File: config.mk
export PLATFORM = sky130hd
export DESIGN_NAME = rr_arbiter_n
export DESIGN_NICKNAME = d
export VERILOG_FILES = /design/src/rtl/rr_arbiter_n.sv
export SDC_FILE = /design/constraint.sdc
export NUM_CORES = 1
export LEC_CHECK = 0
export CELL_PAD_IN_SITES_DETAIL_PLACEMENT = 2
export CELL_PAD_IN_SITES_GLOBAL_PLACEMENT = 2
export CORE_ASPECT_RATIO = 1.25
export CORE_MARGIN = 5
export CORE_UTILIZATION = 27
export DETAILED_ROUTE_END_ITERATION = 16
export PLACE_DENSITY_LB_ADDON = 0.12
export SLEW_MARGIN = 15
export SYNTH_ARGS = -nofsm -noshare
export SYNTH_HDL_FRONTEND = slang
export SYNTH_SLANG_ARGS = --single-unit
export TNS_END_PERCENT = 5
File: constraint.sdc
create_clock -name clk -period 4.61 [get_ports clk]
set_clock_uncertainty 0.1 [all_clocks]
set_input_delay 1.1525 -clock clk [delete_from_list [all_inputs] [get_ports clk]]
set_output_delay 1.1525 -clock clk [all_outputs]
set_load 0.02 [all_outputs]
File: src/rtl/rr_arbiter_n.sv
// rtl/rr_arbiter_n.sv - N-way round-robin arbiter with weighted burst credit and ack-paced grant hold
module rr_arbiter_n #(
    parameter int N  = 4,
    parameter int CW = 4,
    parameter int IW = $clog2(N)
) (
    input  logic            clk,
    input  logic            rst,
    input  logic            en,
    input  logic [N-1:0]    req,
    input  logic [N*CW-1:0] weight,
    input  logic            ack,
    output logic [N-1:0]    gnt,
    output logic [IW-1:0]   gnt_idx,
    output logic            busy
);

    typedef enum logic {IDLE, GRANT} state_t;

    state_t          state_q;
    logic [IW-1:0]   ptr_q, cur_q;
    logic [CW-1:0]   credit_q;
    logic [N-1:0]    gnt_q;
    logic            busy_q;

    logic [IW-1:0]   ptr_d, win_d, cur_inc;
    logic [CW-1:0]   credit_d;
    logic [2*N-1:0]  req2, masked;
    logic            release_d, load_d;
    int              pos;

    always_comb begin
        cur_inc   = (cur_q == IW'(N - 1)) ? '0 : cur_q + 1'b1;
        release_d = (state_q == GRANT) && ((ack && credit_q == CW'(1)) || !req[cur_q]);
        ptr_d     = release_d ? cur_inc : ptr_q;
        load_d    = en && (|req) && (state_q == IDLE || release_d);

        // Upper copy of req guarantees a hit once bits below ptr are masked off.
        req2   = {req, req};
        masked = '0;
        for (int i = 0; i < 2*N; i++) begin
            masked[i] = req2[i] && (i >= int'(ptr_d));
        end
        pos = 0;
        for (int i = 2*N - 1; i >= 0; i--) begin
            if (masked[i]) pos = i;
        end
        win_d = IW'((pos >= N) ? pos - N : pos);

        credit_d = weight[int'(win_d)*CW +: CW];
        if (credit_d == '0) credit_d = CW'(1);
    end

    always_ff @(posedge clk) begin
        if (rst) begin
            state_q  <= IDLE;
            ptr_q    <= '0;
            cur_q    <= '0;
            credit_q <= '0;
            gnt_q    <= '0;
            busy_q   <= 1'b0;
        end else begin
            ptr_q <= ptr_d;
            if (load_d) begin
                state_q  <= GRANT;
                cur_q    <= win_d;
                credit_q <= credit_d;
                gnt_q    <= N'(1) << win_d;
                busy_q   <= 1'b1;
            end else if (release_d) begin
                state_q  <= IDLE;
                cur_q    <= '0;
                credit_q <= '0;
                gnt_q    <= '0;
                busy_q   <= 1'b0;
            end else if (state_q == GRANT && ack) begin
                credit_q <= credit_q - 1'b1;
            end
        end
    end

    assign gnt     = gnt_q;
    assign gnt_idx = cur_q;
    assign busy    = busy_q;

endmodule

==> impl_results.md <==
* Post-Syn Nets at 149
* Distinct cells, synth at between 40 and 50
* DR WL/cell at 17.20 um
* CTS sink count at 13
* Worst hold path class: reg2reg
* Final Critical Period at 4.130 ns
* Skew-Pair Late Insertion Delay at 0.25 ns
* Overflow after GRT at 0
* Clock-pin slew on the worst setup and hold paths at approximately 0.06 ns
* Worst Path Required at between 4 and 5 ns
* Sequential-to-total area share from yosys stat at 0.2482
* Area grow syn2layout at 38.78%
* Via Count at around 1100
* Xor/xnor cell area share of the yosys netlist at 0.02506
* Status: finished, final reports clean
* WP data arrival at 4.18 ns
* TritonCTS clock tree: yes
* Complex-gate fraction of the synthesized area at 0.3437
* WS Path Type: in2reg
* Initial Util at 0.2770
* Final Hold Slack at 0.3890 ns
* Synth Area in Adders at 0.03580
* CP max FO at 9
* Hold buffers post-CTS at 0
* Worst Tran Pin Value at between 0.5 and 0.6 ns
* Tot GR Track Use at 0.1513
* Synth Instances at 122
* Vias per inst at 5.210
* Final period utilization at 0.8959
* Ys async rst share at 0
* H-tree depth at 1
* # setup viols final at 0
* IO buf count at 30
* I/O Pins at 31
* Final Max Tran Viols at 0
* Root Driver: clkbuf_8
* Post-Syn Area per Cell at about 8.6 um2
* Core area at between 0.003 and 0.004 mm2
* Register bit total from synthesis at 13
* Largest net degree at the start of global routing at 15
* GP Congestion at about 0.77
* # Max-Cap Violations at 0
* Mapped Area at between 0.001 and 0.0015 mm2
* Initial antenna violation count at 0
* TritonCTS Buffers at 3
* VDD IR max at approximately 0.2 mV
* Final hold viol count at 0
* Mux contribution to synthesized area at 0.07518
* PostCTS Resize Cnt at 0
* Simple logic cell fraction of the synthesized area at 0.2112
* Number of synthesized flops with an enable pin at 0
* FMAX at between 200 and 250 MHz
* Yosys synthesis warning count at 0
* Max clock buf depth at 2
* Remaining DRCs at 0
* Startpoint types: input pin
* Power per cell area at roughly 280 mW/mm2
* RSZ-0062 raised after global routing: false
* Synth Flop Type: dfxtp_1
* Vias in the first global route at about 1200
* Relative slew slack at 0.6287
* Post-Route WL at approximately 3.6 mm
* DRT iter0 DRCs at 19
* Final HPWL DP at between 2 and 3 mm
* Crit end category: register
* Setup TNS at 0 ns
* Drt first pass iters at 3
* Full die area at between 0.005 and 0.006 mm2
* Leakage at 0.5329 nW
* FP Rows at 25
* Layout cells sized above 1 at 0.1218
* Final nets at 184
* Setup Buffers After CTS at 0
* Die Y-Extent at 79.67 um
* Die W at ~66 um
* Largest family of logic cells by synthesized area: compound AO/OA/AOI/OAI gates
* First-pass GRT wire length at around 6.1 mm
* Diode count at 0
* Antenna viol nets, final at 0
## sequential cells by signal, indices dropped and copies added (netlist names)
signal / flops
credit_q: 4
gnt: 4
gnt_idx: 2
busy: 1
ptr_q: 2
## Yosys cell counts (2+ instances only)
cell | instances | area [um2]
buf_6 | 3 | 33.78
nor4_1 | 2 | 12.51
o211ai_1 | 2 | 15.01
and3_1 | 2 | 12.51
a21boi_0 | 4 | 30.03
nand3_1 | 9 | 45.04
a211o_1 | 3 | 26.28
ha_1 | 3 | 37.54
o32a_1 | 2 | 20.02
inv_1 | 7 | 26.28
dfxtp_1 | 13 | 260.3
nand2_1 | 13 | 48.80
a21oi_1 | 10 | 50.05
mux2i_1 | 2 | 20.02
a22oi_1 | 2 | 15.01
nor3_1 | 3 | 15.01
nor2_1 | 10 | 37.54
xnor2_1 | 3 | 26.28
a31oi_1 | 3 | 18.77
## critical path: stages
cell             delay (ns)
clkdlybuf4s50_1        0.51
mux4_2                 0.56
a211oi_2               0.41
a21o_2                 0.21
mux2i_2                0.43
and2_1                 0.28
mux2i_1                0.22
a22oi_1                0.11
a211o_1                0.29
## stage by stage
step                      power (W)  worst slack (ns)  instances    util  cell area (um2)
after floorplan           0.0002418            0.8666        122       -             1049
after global placement    0.0002977            0.3034        206  0.3722             1409
after CTS                 0.0004125            0.4581        210  0.3845             1455
after global routing      0.0004351            0.2874        210  0.3845             1455
final                     0.0004043            0.4799        210  0.3845             1455
after detailed placement  0.0003017            0.2028        206  0.3722             1409
## report_power, final
part	switching (W)	total, W	internal [W]
registers	0.0000103	0.000134	0.000124
clock network	0.0000462	0.000106	0.0000599
logic	0.0000874	0.000164	0.0000767
## metal layers
| layer | GRT usage | part of all wire | vias up |
|---|---|---|---|
| met2 | 0.2698 | 0.53 | 23 |
| met1 | 0.1628 | 0.40 | 528 |
| met3 | 0.04648 | 0.046 | 8 |
| met5 | 0 | 0 | - |
| met4 | 0.06017 | 0.023 | 0 |
| li1 | - | - | 535 |
## logic make-up after synthesis
logic type               count (synthesis)
AO/OA/AOI/OAI                           42
AND/OR/NAND/NOR                         44
adder cells (fa/ha/maj)                  3
XOR/XNOR                                 3
buffers and inverters                   11
multiplexers                             6
flip-flops                              13
## final cells by class
| type | instances | area, um2 |
|---|---|---|
| sequential | 13 | 260.3 |
| clock inverter | 1 | 5.005 |
| timing repair buffer | 34 | 330.3 |
| inverter | 7 | 26.28 |
| tap | 54 | 67.56 |
| clock buffer | 3 | 41.29 |
| multi-input combinational | 98 | 724.4 |
| fill | 434 | 2330 |
## cell usage in the layout (no fill, tap or decap), drive strengths merged, types with 2 or more instances in the layout
| cell | Yosys | layout |
|---|---|---|
| a211o | 3 | 3 |
| nor2 | 10 | 10 |
| nand3 | 9 | 9 |
| buf | 3 | 4 |
| a31oi | 3 | 3 |
| mux2i | 3 | 3 |
| clkdlybuf4s50 | 0 | 30 |
| nor4 | 2 | 2 |
| inv | 7 | 7 |
| a21o | 2 | 2 |
| o211ai | 2 | 2 |
| o32a | 2 | 2 |
| nand2 | 13 | 13 |
| a22oi | 2 | 2 |
| a21boi | 5 | 5 |
| xnor2 | 3 | 3 |
| and2 | 2 | 2 |
| a21oi | 11 | 11 |
| clkbuf | 1 | 3 |
| ha | 3 | 3 |
| mux2 | 2 | 2 |
| and3 | 2 | 2 |
| a311oi | 2 | 2 |
| dfxtp | 13 | 13 |
| nor3 | 3 | 3 |
## path summary, 6_finish.rpt
kind | from | slack (ns) | endpoint | cells after the start
setup / recovery | req[0] | 0.48 | credit_q[0]$_SDFFE_PP0P_ | 9
hold / removal | gnt[1]$_SDFFE_PP0P_ | 0.39 | gnt[1]$_SDFFE_PP0P_ | 2
setup reg to reg | gnt_idx[1]$_SDFFE_PP0P_ | 1.39 | credit_q[0]$_SDFFE_PP0P_ | 8
hold reg to reg | gnt[1]$_SDFFE_PP0P_ | 0.39 | gnt[1]$_SDFFE_PP0P_ | 2
Power figures use the tool's default switching activity.
